File: src/rtl/pc_gen.sv
// Fetch address generator: issues one instruction fetch at a time, tracks the
// accepted PC, and merges trap/branch redirects that arrive between accepts.
module pc_gen #(
  parameter int              XLEN     = 32,
  parameter logic [XLEN-1:0] RESET_PC = '0,
  parameter int              IALIGN   = 4
) (
  input  logic            clk,
  input  logic            nrst,
  input  logic [XLEN-1:0] branch_addr,
  input  logic            branch_addr_en,
  input  logic [XLEN-1:0] trap_addr,
  input  logic            trap_en,
  input  logic            stall,
  input  logic            inst_ready,
  input  logic            inst_compressed,
  output logic [XLEN-1:0] curr_pc,
  output logic [XLEN-1:0] pc_add4,
  output logic [XLEN-1:0] next_pc,
  output logic            next_pc_en,
  output logic            inst_valid,
  output logic            misaligned
);

  typedef enum logic [1:0] {BOOT, WAIT, HOLD} state_t;

  localparam logic [XLEN-1:0] LOW_MASK = XLEN'(IALIGN - 1);

  state_t          state_q, state_d;
  logic            held_comp_q;
  logic            pend_valid_q, pend_trap_q;
  logic [XLEN-1:0] pend_addr_q;

  logic            accept, comp_eff, redirect, target_mis;
  logic [XLEN-1:0] inc, target, fetch_addr;

  always_comb begin
    accept     = 1'b0;
    comp_eff   = inst_compressed;
    inc        = XLEN'(4);
    redirect   = trap_en | branch_addr_en | pend_valid_q;
    target     = pend_addr_q;
    target_mis = 1'b0;
    fetch_addr = '0;
    state_d    = state_q;

    case (state_q)
      BOOT: state_d = WAIT;
      WAIT: begin
        accept = inst_ready & ~stall;
        if (inst_ready && stall) state_d = HOLD;
      end
      HOLD: begin
        accept   = ~stall;
        comp_eff = held_comp_q;
        if (!stall) state_d = WAIT;
      end
      default: state_d = BOOT;
    endcase

    if (IALIGN == 2 && comp_eff) inc = XLEN'(2);

    if (trap_en)             target = trap_addr;
    else if (branch_addr_en) target = branch_addr;

    target_mis = |(target & LOW_MASK);
    fetch_addr = redirect ? (target & ~LOW_MASK) : (next_pc + inc);
  end

  always_ff @(posedge clk or negedge nrst) begin
    if (!nrst) state_q <= BOOT;
    else       state_q <= state_d;
  end

  always_ff @(posedge clk or negedge nrst) begin
    if (!nrst) begin
      curr_pc      <= RESET_PC;
      next_pc      <= RESET_PC;
      next_pc_en   <= 1'b0;
      inst_valid   <= 1'b0;
      misaligned   <= 1'b0;
      held_comp_q  <= 1'b0;
      pend_valid_q <= 1'b0;
      pend_trap_q  <= 1'b0;
      pend_addr_q  <= '0;
    end else begin
      next_pc_en <= (state_q == BOOT) | accept;
      inst_valid <= accept & ~redirect;
      misaligned <= accept & redirect & target_mis;

      if (state_q == WAIT && inst_ready && stall) held_comp_q <= inst_compressed;

      if (accept) begin
        curr_pc      <= next_pc;
        next_pc      <= fetch_addr;
        pend_valid_q <= 1'b0;
        pend_trap_q  <= 1'b0;
      end else if (trap_en) begin
        pend_valid_q <= 1'b1;
        pend_trap_q  <= 1'b1;
        pend_addr_q  <= trap_addr;
      end else if (branch_addr_en && !(pend_valid_q && pend_trap_q)) begin
        // a pending trap outranks any later branch
        pend_valid_q <= 1'b1;
        pend_trap_q  <= 1'b0;
        pend_addr_q  <= branch_addr;
      end
    end
  end

  assign pc_add4 = curr_pc + XLEN'(4);

endmodule

File: config.mk
export PLATFORM = sky130hd
export DESIGN_NAME = pc_gen
export DESIGN_NICKNAME = d
export VERILOG_FILES = /design/src/rtl/pc_gen.sv
export SDC_FILE = /design/constraint.sdc
export NUM_CORES = 1
export LEC_CHECK = 0
export ABC_AREA = 1
export CAP_MARGIN = 10
export CORE_ASPECT_RATIO = 0.8
export CORE_MARGIN = 3
export CORE_UTILIZATION = 54
export CTS_BUF_LIST = sky130_fd_sc_hd__clkbuf_4 sky130_fd_sc_hd__clkbuf_8 sky130_fd_sc_hd__clkbuf_16
export CTS_CLUSTER_DIAMETER = 40
export CTS_CLUSTER_SIZE = 25
export DETAILED_ROUTE_END_ITERATION = 10
export HOLD_SLACK_MARGIN = 0.03
export PLACE_DENSITY = 0.86
export SLEW_MARGIN = 30
export SYNTH_ARGS = -nofsm -noshare
export SYNTH_HDL_FRONTEND = slang
export SYNTH_SLANG_ARGS = --single-unit
File: constraint.sdc
create_clock -name clk -period 5 [get_ports clk]
set_input_delay 1.25 -clock clk [delete_from_list [all_inputs] [get_ports clk]]
set_output_delay 1.25 -clock clk [all_outputs]
set_load 0.05 [all_outputs]
==> results.json <==
{
  "powerDensity_nw_per_um2": 660,
  "synth_area_um2": 6430,
  "cts.htree.levels": 3,
  "yosys_warnings": 0,
  "cp_top_family": "buffers and inverters",
  "end_kind": "output pin",
  "drv_cap": 0,
  "hp-class": "reg2reg",
  "intPower_mw": 2.66,
  "grt_overflow": 0,
  "cts_sinks": 99,
  "cts_tree": "done",
  "min_period_ps": 4080,
  "viasPerCell": 5.48,
  "cpMaxStageDelayCell": "clkdlybuf4s50_1",
  "synth_cell_type_count": 42,
  "synth_cells": 916,
  "drc": 0,
  "swShare_pct": 52.0,
  "wl_per_cell_um": 16.4,
  "final_nets": 1134,
  "postCtsResizedCells": 0,
  "dieArea_um2": 13300,
  "boundaryPins": 170,
  "drive_gt1_share_pct": 5.46,
  "synth_top_area_share_pct": 38.5,
  "initial_core_util_pct": 57.3,
  "placementRows": 34,
  "portBuffers": 162,
  "fin_ws_ps": 924,
  "power_frac_seq_pct": 29.4,
  "synth-async-reset-ratio_pct": 100,
  "cp-start-kind": "flop",
  "rsz0062_at_grt": "false",
  "slew_headroom_pct": 53.7,
  "cp_num_buf_inv": 2,
  "initialDrtViolationCount": 566,
  "post_cts_buffers": 0,
  "ys_top_cells_by_area": "dfrtp_1, nand2_1, o21ai_0",
  "crit_start": "curr_pc[2]$_DFFE_PN0P_",
  "dpl_worst_slack_ps": 1300,
  "vdd_drop_max_uv": 415,
  "design.core.area_um2": 11200,
  "area_growth_pct": 30.7,
  "crit_path_max_fanout": 4,
  "first_pass_iters": 5,
  "grt_pass1_wl_um": 32100,
  "synth_ff_type": "dfrtp_1",
  "fillers": 939,
  "hold_buffers": 0,
  "ys_ff_latch": 99,
  "clkTransAtPathRegs_ps": 70,
  "criticalPathCategory": "reg2out",
  "synthTopCellsByCount": "nand2_1, dfrtp_1, o21ai_0",
  "crit_path_end": "pc_add4[20]",
  "regToRegSetupSlack_ps": 2490,
  "fin_crit_sh_pct": 81.5,
  "yosys.area.top_type": "dfrtp_1",
  "vias": 6610,
  "leakage_nw": 3.92,
  "crit_chain": "ha_1 > nand3_2 > inv_2 > nand3_2 > nor2_4 > nand2_2 > nor2_4 > xor2_1 > clkdlybuf4s50_1",
  "tns_ps": 0,
  "max_stage_delay_ps": 840,
  "ant_nets": 0,
  "worstReg2RegEnd": "pend_addr_q[24]$_DFFE_PN0P_",
  "status": "finished clean",
  "worst_slew_pin_slew_ps": 694,
  "hold_viol": 0,
  "grt_pass1_vias": 6139,
  "diodes": 0,
  "dp_hpwl_um": 14700,
  "critical_path_required_ps": 3750,
  "finalSetupViolations": 0,
  "p_total_mw": 5.55,
  "clock.fmax_mhz": 245,
  "die_w_um": 128,
  "clock_latency_ps": 350,
  "place.gp.congestion": 0.920,
  "die_height_um": 104,
  "skew_ps": 8.24,
  "root_buffer": "clkbuf_16",
  "fin_hold_ws_ps": 481,
  "power_frac_clock_pct": 15.1,
  "arrival_ps": 2830,
  "cts_made_buffers": 9,
  "reg2regPathDepth": 9,
  "rr_startpoint": "state_q[0]$_DFFE_PN0P_",
  "drv_slew": 0,
  "track_usage_pct": 30.0,
  "synth-edff-count": 0,
  "worstSetupPathDepth": 9,
  "cts_buffer_depth": 2,
  "grt_start_max_net_pins": 75,
  "routed_wirelength_um": 19800,
  "ys_seq_area_share_pct": 38.5,
  "p_switching_mw": 2.88,
  "antenna_found_initial": 0,
  "p_comb_share_pct": 55.5,
  "avgSynthCellArea_um2": 7.02,
  "synth.most_common_cell": "nand2_1"
}
flip-flops by register name (all words and copies together) (netlist names):
register      count
curr_pc          30
next_pc          30
inst_valid        1
pend_addr_q      32
pend_trap_q       1
state_q           2
next_pc_en        1
misaligned        1
pend_valid_q      1
how the worst min path moves through the flow:
stage / from / end / slack, ps / depth (start not counted)
CTS: pend_addr_q[15]$_DFFE_PN0P_ / pend_addr_q[15]$_DFFE_PN0P_ / 480 / 2
floorplan: pend_addr_q[8]$_DFFE_PN0P_ / pend_addr_q[8]$_DFFE_PN0P_ / 450 / 2
detailed placement: pend_addr_q[16]$_DFFE_PN0P_ / pend_addr_q[16]$_DFFE_PN0P_ / 470 / 2
global route: pend_addr_q[20]$_DFFE_PN0P_ / pend_addr_q[20]$_DFFE_PN0P_ / 500 / 2
global placement: pend_addr_q[8]$_DFFE_PN0P_ / pend_addr_q[8]$_DFFE_PN0P_ / 460 / 2
finish: pend_addr_q[17]$_DFFE_PN0P_ / pend_addr_q[17]$_DFFE_PN0P_ / 480 / 2
worst min-delay path: cells and delay by family, from the launching register on:
kind,cells,cell delay [ps]
flip-flops,1,340
AND/OR/NAND/NOR,2,110
stage by stage:
stage,area (um2),cells,utilization [%]
detailed placement,8040,1191,71.6
finish,8410,1207,74.8
global route,8410,1207,74.8
CTS,8400,1207,74.8
global placement,8040,1191,71.6
floorplan,6450,921,-
routing by layer:
metal | share of wire [%] | vias to the layer above | track usage [%]
met1 | 46 | 3103 | 44.0
met5 | 0 | - | 0
li1 | - | 3212 | -
met4 | 2.0 | 0 | 9.32
met2 | 46 | 268 | 45.4
met3 | 6.4 | 27 | 5.09
layout make-up:
class                           count  area (um2)  share of cell area [%]
Multi-Input combinational cell    692        3390                    40.4
Clock buffer                       11         253                    3.01
Timing Repair Buffer              168        1660                    19.8
Clock inverter                      5         108                    1.28
Tap cell                          144         180                    2.14
Inverter                           88         333                    3.96
Sequential cell                    99        2480                    29.5
power groups by stage:
stage | Combinational (mW) | Sequential, mW | Clock, mW
after floorplan | 1.36 | 2.26 | 0
after global placement | 3.02 | 1.61 | 0
after detailed placement | 3.07 | 1.62 | 0
after CTS | 3.09 | 1.61 | 0.842
after global routing | 3.28 | 1.68 | 0.879
final | 3.08 | 1.63 | 0.839
cells in the final DEF (no fill, tap or decap), types with 6 or more instances in the layout:
master / synthesis / layout
a21oi_1: 26 / 26
o22ai_1: 10 / 10
inv_1: 83 / 83
buf_4: 8 / 6
xnor2_1: 11 / 11
o21ai_0: 87 / 87
clkbuf_16: 0 / 9
nor3_1: 10 / 10
o211ai_1: 6 / 6
dfrtp_1: 99 / 99
nand2_1: 314 / 314
nor2_2: 7 / 7
nor2_4: 6 / 6
nor2_1: 78 / 78
xor2_1: 27 / 27
conb_1: 1 / 6
clkdlybuf4s50_1: 0 / 160
a22oi_1: 16 / 16
nand3_1: 34 / 34
nand4_1: 12 / 12
cell families (layout without fill, tap and decap cells):
family                     after synthesis  after routing  synth area share, %
DFF                                     99             99                 38.5
adders and majority gates                5              5                0.973
buffers and inverters                  130            272                 9.04
xor gates and xnor gates                38             38                 5.17
and+or+nand+nor                        483            483                 32.2
AOI/OAI and AO/OA                      160            160                 14.0
other                                    1              6               0.0583
Power figures use the tool's default switching activity.
